$ cat config.mk
export PLATFORM = sky130hd
export DESIGN_NAME = toast_mem_stage
export DESIGN_NICKNAME = d
export VERILOG_FILES = /design/src/rtl/toast_pkg.sv /design/src/rtl/toast_mem_align.sv /design/src/rtl/toast_mem_stage.sv
export SDC_FILE = /design/constraint.sdc
export NUM_CORES = 1
export LEC_CHECK = 0
export ABC_CLOCK_PERIOD_IN_PS = 2300
export BUFFER_PORTS_ARGS = -buffer_cell sky130_fd_sc_hd__clkbuf_2
export CORE_UTILIZATION = 30
export CTS_BUF_LIST = sky130_fd_sc_hd__clkbuf_2
export CTS_CLUSTER_SIZE = 8
export DETAILED_ROUTE_END_ITERATION = 16
export GPL_ROUTABILITY_DRIVEN = 1
export GPL_TIMING_DRIVEN = 0
export PLACE_DENSITY = 0.64
export SETUP_SLACK_MARGIN = 0.3
export SYNTH_ARGS = -nofsm -noshare
export SYNTH_HDL_FRONTEND = slang
export SYNTH_SLANG_ARGS = --single-unit
$ cat constraint.sdc
create_clock -name clk_i -period 2.3 [get_ports clk_i]
set_input_delay 0.46 -clock clk_i [delete_from_list [all_inputs] [get_ports clk_i]]
set_output_delay 0.46 -clock clk_i [all_outputs]
set_load 0.02 [all_outputs]
$ cat src/rtl/toast_pkg.sv
// toast_pkg: shared funct3 encodings and MEM stage FSM states
package toast_pkg;
  localparam logic [2:0] FUNCT3_LB  = 3'b000;
  localparam logic [2:0] FUNCT3_LH  = 3'b001;
  localparam logic [2:0] FUNCT3_LW  = 3'b010;
  localparam logic [2:0] FUNCT3_LBU = 3'b100;
  localparam logic [2:0] FUNCT3_LHU = 3'b101;
  localparam logic [2:0] FUNCT3_SB  = 3'b000;
  localparam logic [2:0] FUNCT3_SH  = 3'b001;
  localparam logic [2:0] FUNCT3_SW  = 3'b010;
  typedef enum logic {ST_IDLE, ST_WAIT} mem_state_e;
endpackage

$ cat src/rtl/toast_mem_align.sv
// toast_mem_align: store lane alignment, load extract/extend, misalign and illegal funct3 detect
module toast_mem_align
  import toast_pkg::*;
(
  input  logic [1:0]  off,
  input  logic [2:0]  funct3,
  input  logic        store,
  input  logic [31:0] rs2,
  input  logic [31:0] rdata,
  output logic [3:0]  be,
  output logic [31:0] wdata,
  output logic [31:0] load_data,
  output logic        err
);
  logic [7:0]  b;
  logic [15:0] h;
  logic        illegal, misal;
  always_comb begin
    b = rdata[{off, 3'b000} +: 8];
    h = off[1] ? rdata[31:16] : rdata[15:0];
    be = !store ? 4'hF :
         funct3 == FUNCT3_SB ? 4'b0001 << off :
         funct3 == FUNCT3_SH ? 4'b0011 << off : 4'hF;
    wdata = !store ? rs2 :
            funct3 == FUNCT3_SB ? {4{rs2[7:0]}} :
            funct3 == FUNCT3_SH ? {2{rs2[15:0]}} : rs2;
    load_data = funct3 == FUNCT3_LB  ? {{24{b[7]}}, b} :
                funct3 == FUNCT3_LBU ? {24'b0, b} :
                funct3 == FUNCT3_LH  ? {{16{h[15]}}, h} :
                funct3 == FUNCT3_LHU ? {16'b0, h} : rdata;
    // stores only have B/H/W; unsigned variants are load-only
    illegal = store ? !(funct3 == FUNCT3_SB || funct3 == FUNCT3_SH || funct3 == FUNCT3_SW)
                    : (funct3 == 3'b011 || funct3 == 3'b110 || funct3 == 3'b111);
    misal = (funct3[1:0] == 2'b01 && off[0]) || (funct3[1:0] == 2'b10 && off != 2'b00);
    err = illegal || misal;
  end
endmodule

$ cat src/rtl/toast_mem_stage.sv
// toast_mem_stage: MEM pipeline stage with DMEM req/ack handshake and MEM/WB register
module toast_mem_stage
  import toast_pkg::*;
#(
  parameter int ADDR_WIDTH = 32
) (
  input  logic                  clk_i,
  input  logic                  rst_i,
  input  logic [31:0]           EX_alu_result_i,
  input  logic [31:0]           EX_rs2_data_i,
  input  logic [4:0]            EX_rd_addr_i,
  input  logic [2:0]            EX_funct3_i,
  input  logic                  EX_mem_rd_en_i,
  input  logic                  EX_mem_wr_en_i,
  input  logic                  EX_memtoreg_i,
  input  logic                  EX_rd_wr_en_i,
  output logic                  DMEM_req_o,
  output logic                  DMEM_we_o,
  output logic [ADDR_WIDTH-1:0] DMEM_addr_o,
  output logic [3:0]            DMEM_be_o,
  output logic [31:0]           DMEM_wdata_o,
  input  logic [31:0]           DMEM_rdata_i,
  input  logic                  DMEM_ack_i,
  output logic                  MEM_stall_o,
  output logic                  MEM_access_err_o,
  output logic [4:0]            MEM_rd_addr_o,
  output logic [31:0]           MEM_dout_o,
  output logic [31:0]           MEM_alu_result_o,
  output logic                  MEM_memtoreg_o,
  output logic                  MEM_rd_wr_en_o
);
  mem_state_e  state;
  logic        mem_op, err, bad_op, bubble;
  logic [31:0] load_data;
  toast_mem_align u_align (
    .off       (EX_alu_result_i[1:0]),
    .funct3    (EX_funct3_i),
    .store     (EX_mem_wr_en_i),
    .rs2       (EX_rs2_data_i),
    .rdata     (DMEM_rdata_i),
    .be        (DMEM_be_o),
    .wdata     (DMEM_wdata_o),
    .load_data (load_data),
    .err       (err)
  );
  assign mem_op = EX_mem_rd_en_i | EX_mem_wr_en_i;
  assign bad_op = mem_op & err & (state == ST_IDLE);
  assign DMEM_req_o = ~rst_i & ((state == ST_WAIT) | (mem_op & ~err));
  assign DMEM_we_o = EX_mem_wr_en_i;
  assign DMEM_addr_o = {EX_alu_result_i[ADDR_WIDTH-1:2], 2'b00};
  assign MEM_stall_o = DMEM_req_o & ~DMEM_ack_i;
  assign bubble = MEM_stall_o | bad_op;
  always_ff @(posedge clk_i) begin
    if (rst_i) begin
      state            <= ST_IDLE;
      MEM_access_err_o <= 1'b0;
      MEM_rd_addr_o    <= '0;
      MEM_dout_o       <= '0;
      MEM_alu_result_o <= '0;
      MEM_memtoreg_o   <= 1'b0;
      MEM_rd_wr_en_o   <= 1'b0;
    end else begin
      state            <= MEM_stall_o ? ST_WAIT : ST_IDLE;
      MEM_access_err_o <= bad_op;
      MEM_rd_addr_o    <= EX_rd_addr_i;
      MEM_alu_result_o <= EX_alu_result_i;
      MEM_memtoreg_o   <= ~bubble & EX_memtoreg_i;
      MEM_rd_wr_en_o   <= ~bubble & EX_rd_wr_en_i;
      // dout only changes when a load actually completes
      if (DMEM_req_o & DMEM_ack_i & ~EX_mem_wr_en_i) MEM_dout_o <= load_data;
    end
  end
endmodule

Word level (Yosys, flattened, before mapping) --
Cells that the tools add are included.
Word-level totals: word-level logic and storage cells 61, output and inout bits 143, register bits 73, input port bits 111
Operators by class: bitwise logic cells 18, muxes and demuxes 13, equal/unequal tests 9, shift operators 3, reductions and logical operators 11
Operators with widths (number):
- two-way mux 32 bit | 7
- indexed part select 32 x 6 -> 8 bit | 1
- two-way mux 16 bit | 1
- == test 3 bit, second input constant | 4
- two-way mux 4 bit | 3
- bitwise AND 1 bit | 9
- == test 3 x 2 -> 1 bit, second input constant | 2
- logical OR 1 bit | 6
- inverter 1 bit | 6
- << shifter 1 x 2 -> 4 bit, first input constant | 1
- << shifter 2 x 2 -> 4 bit, first input constant | 1
- == test 3 x 1 -> 1 bit, second input constant | 1
- zero test 3 bit | 1
- OR 1 bit | 3
- == test 2 x 1 -> 1 bit, second input constant | 1
- == test 2 bit, second input constant | 1
- logical AND 1 bit | 2
- two-way mux 1 bit | 2
- nonzero test 2 bit | 1
- zero test 1 bit | 1

Depth between registers and ports, before layout --
depth in word-level cells 14, gate-level depth with buffers 10

By module --
A second synthesis with hierarchy kept.
Unflattened totals: cell total of the unflattened synthesis 425, area, all modules 4152.7 sq um
Modules (own cells, without submodules):
- toast_mem_stage | area an instance 2826.5 sq um, sequential area each 1461.4 sq um, times used 1, cells each 233
- toast_mem_align | area an instance 1326.3 sq um, sequential area each 0.0 sq um, times used 1, cells each 192

Worst setup path after synthesis --
No wires, ideal clock.
kind input -> output, start input EX_alu_result_i[1], end output MEM_stall_o, data required time 1.840 ns, cell stages on the path 7, buffers on the path 1, arrival time 1.945 ns, slack -0.105 ns, path through buf_2 > inv_1 > ha_1 > nand2b_1 > a211oi_1 > a21oi_1 > nor3_1
Between the ends: cells in the longest elaborated chain, start to end 9
Ends and longest elaborated chain:
- start: declaration | RTL line toast_mem_stage.sv:9 | input logic [31:0] EX_alu_result_i,
- nonzero test 2 bit | RTL line toast_mem_align.sv:34 | misal = (funct3[1:0] == 2'b01 && off[0]) || (funct3[1:0] == 2'b10 && off != 2'b00);
- logical AND 1 bit | RTL line toast_mem_align.sv:34
- logical OR 1 bit | RTL line toast_mem_align.sv:34
- logical OR 1 bit | RTL line toast_mem_align.sv:35 | err = illegal || misal;
- inverter 1 bit | RTL line toast_mem_stage.sv:48 | assign DMEM_req_o = ~rst_i & ((state == ST_WAIT) | (mem_op & ~err));
- bitwise AND 1 bit | RTL line toast_mem_stage.sv:48
- OR 1 bit | RTL line toast_mem_stage.sv:48
- bitwise AND 1 bit | RTL line toast_mem_stage.sv:48
- bitwise AND 1 bit | RTL line toast_mem_stage.sv:51 | assign MEM_stall_o = DMEM_req_o & ~DMEM_ack_i;
- end: declaration | RTL line toast_mem_stage.sv:24 | output logic MEM_stall_o,
Every way passes these cells.

Worst setup path after layout --
Ends and elaborated chain as after synthesis.

==> metrics.cfg <==
[sta]
worst_slew_pin_slew_ns=0.782
setup_viol=0
fin_tns_setup_ns=0
skew_ns=0.0181
fmax_mhz=475
finalHoldViolCount=0
report.final.slew_viol_count=0
fin_crit_sh_pct=91.4
relSlewSlack_pct=47.8
rsz0062_at_grt=true
fin_crit_ns=2.10
holdWs_ns=0.141

[setup_path]
ff2ff_path_depth=3
required_ns=1.84
rrSetupSlack_ns=0.79
path_cells=buf_8 > buf_6 > inv_8 > ha_4 > nand2b_4 > a211oi_4 > a21oi_4 > nor3_4 > clkbuf_8
path_class=input port to output port
worst_setup_path_start_kind=input port
cp-end-kind=output port
cp_data_arrival_time_ns=1.64
cpMaxStageDelayCell=a211oi_4
crit_fanout=3
max_stage_delay_ns=0.30

[clock_tree]
cts_max_path_buffers=2
clk_pin_slew_ns=0.18
postCtsHoldBufs=0
clk_latency_ns=0.53
cts_tree=built
cts_sinks=73
cts_root_buf=clkbuf_2
cts_htree_levels=3
numCtsBuffers=9

[hold_path]
min_path_cells=2
hold_path.class=input port to flop

[drt]
drt_iter0_drc=179
routed_via_density=4.73
drtPass1Iterations=6
wl_per_cell_um=15.5
via_count=3904
routed_wl_mm=12.8
drc=0
ant_nets=0

[finish]
final_common_cell=clkbuf_2
synthToLayoutAreaGrowth_pct=53.9
nNetsFinal=790
drive_gt1_share_pct=59.5
antenna_cells=0
fillers=1155
most-common-layout-cells=clkbuf_2 (246), dfxtp_1 (73), buf_4 (57), nand2_1 (47), nor2b_1 (36)
multiInputGateArea_um2=1880
seq_area_um2=1460
design_area_um2=5670

[power]
p_leak_nw=2.78
ir_drop_mv=0.272
power.density_nw_per_um2=517

[flow_run]
max_cap_viol_count=0

[global_route]
grt_max_degree=13
grt-ovfl-total=0
track_usage_pct=19.2
grt_first_pass_wirelength_mm=18.9
grt_pass1_vias=3667
antenna_found_initial=0

[synthesis]
synthDistinctLibCells=39
yosys_warnings=0
synth_cells=398
syn-cell-area_um2=3680
syn_avg_cell_area_um2=9.26
synth-seq-area-share_pct=39.7
synth_seq_cells=73

[floorplanning]
die-height_um=113
start_util_pct=30.7
rows=40
die_w_um=113
io-pin-count=254
fp.dieArea_um2=12700
fp.coreArea_um2=12000

[place]
dp_hpwl_mm=10.2
port-buffer-count=250
place_area_um2=5200
gp_congestion=0.838

[run_status]
status=finished, final reports clean

## final timing paths
path                 startpoint                to
max          EX_alu_result_i[1]       MEM_stall_o
min             EX_rd_addr_i[0]  MEM_rd_addr_o[0]
max reg2reg               state    MEM_dout_o[12]
min reg2reg       MEM_dout_o[7]     MEM_dout_o[7]
## logic make-up after synthesis
family | synth area share [%]
buffers and inverters | 12.7
AOI/OAI and AO/OA | 15.3
muxes | 7.98
and+or+nand+nor | 22.9
DFF | 39.7
adders and majority gates | 1.36
other | 0.102
## layout make-up
cell class | instances | share of cell area [%]
Multi-Input combinational cell | 253 | 33.1
Sequential cell | 73 | 25.8
Timing Repair Buffer | 265 | 25.7
Buffer | 68 | 9.40
Tap cell | 147 | 3.25
Clock inverter | 6 | 1.48
Clock buffer | 9 | 0.795
Inverter | 5 | 0.508
## metal layers
metal / vias to the layer above / track usage [%] / share of wire, %
met5: - / 0 / 0
met2: 170 / 34.6 / 51
li1: 1896 / - / -
met1: 1827 / 22.2 / 40
met4: 0 / 4.80 / 0.95
met3: 11 / 5.73 / 7.7
## report_power, final
part           leakage [nW]  internal (mW)  switching, mW
clock network        0.0815          0.350          0.450
logic                  2.10          0.353          0.443
registers             0.600           1.32         0.0181
## flip-flops by register name (all words and copies together) (netlist names)
signal / cells
MEM_access_err_o: 1
MEM_alu_result_o: 32
MEM_dout_o: 32
MEM_memtoreg_o: 1
MEM_rd_addr_o: 5
MEM_rd_wr_en_o: 1
state: 1
## critical path: cells and delay by family
kind	cells	cell delay [ns]
compound gates	2	0.42
buf+inv	4	0.44
fa+ha+maj	1	0.14
simple gates	2	0.18
## timing repair
action | in CTS | in global routing
resized for setup | 39 | 38
setup buffers | 9 | 3
pin swaps | 6 | 6
setup endpoints to repair | 30 | 26
gates cloned | 1 | 2
## cells in the mapped netlist (all sizes together)
| library cell | instances | area (µm²) |
|---|---|---|
| nor4b | 1 | 8.76 |
| or2 | 1 | 6.26 |
| a21oi | 3 | 15.0 |
| nor4 | 1 | 6.26 |
| o21ai | 5 | 25.0 |
| nor2b | 36 | 225 |
| nand2 | 48 | 180 |
| dfxtp | 73 | 1460 |
| nor3 | 11 | 70.1 |
| o221a | 14 | 158 |
| mux2i | 8 | 80.1 |
| o311ai | 1 | 8.76 |
| nor2 | 37 | 139 |
| clkbuf | 13 | 48.8 |
| nand2b | 11 | 68.8 |
| a221oi | 9 | 78.8 |
| a22o | 2 | 17.5 |
| a211oi | 1 | 7.51 |
| and3b | 2 | 17.5 |
| and2 | 2 | 12.5 |
| mux4 | 2 | 45.0 |
| a311oi | 16 | 196 |
| nand3b | 7 | 52.6 |
| buf | 55 | 400 |
| ha | 4 | 50.1 |
| a2111oi | 1 | 27.5 |
| inv | 5 | 18.8 |
| nand3 | 8 | 40.0 |
| o211ai | 1 | 7.51 |
| conb | 1 | 3.75 |
| o21a | 2 | 22.5 |
| nor3b | 2 | 15.0 |
| mux2 | 15 | 169 |
## per-stage QoR
step | util (%) | std cells | power [mW] | worst slack [ns]
global route | 47.2 | 826 | 3.08 | 0.141
finish | 47.2 | 826 | 2.93 | 0.197
global placement | 43.3 | 796 | 2.09 | -0.207
detailed placement | 43.3 | 796 | 2.10 | -0.194
CTS | 46.1 | 821 | 2.95 | 0.163
floorplan | - | 399 | 1.80 | 0.280
Note: power is estimated with default switching activity, not from simulation.
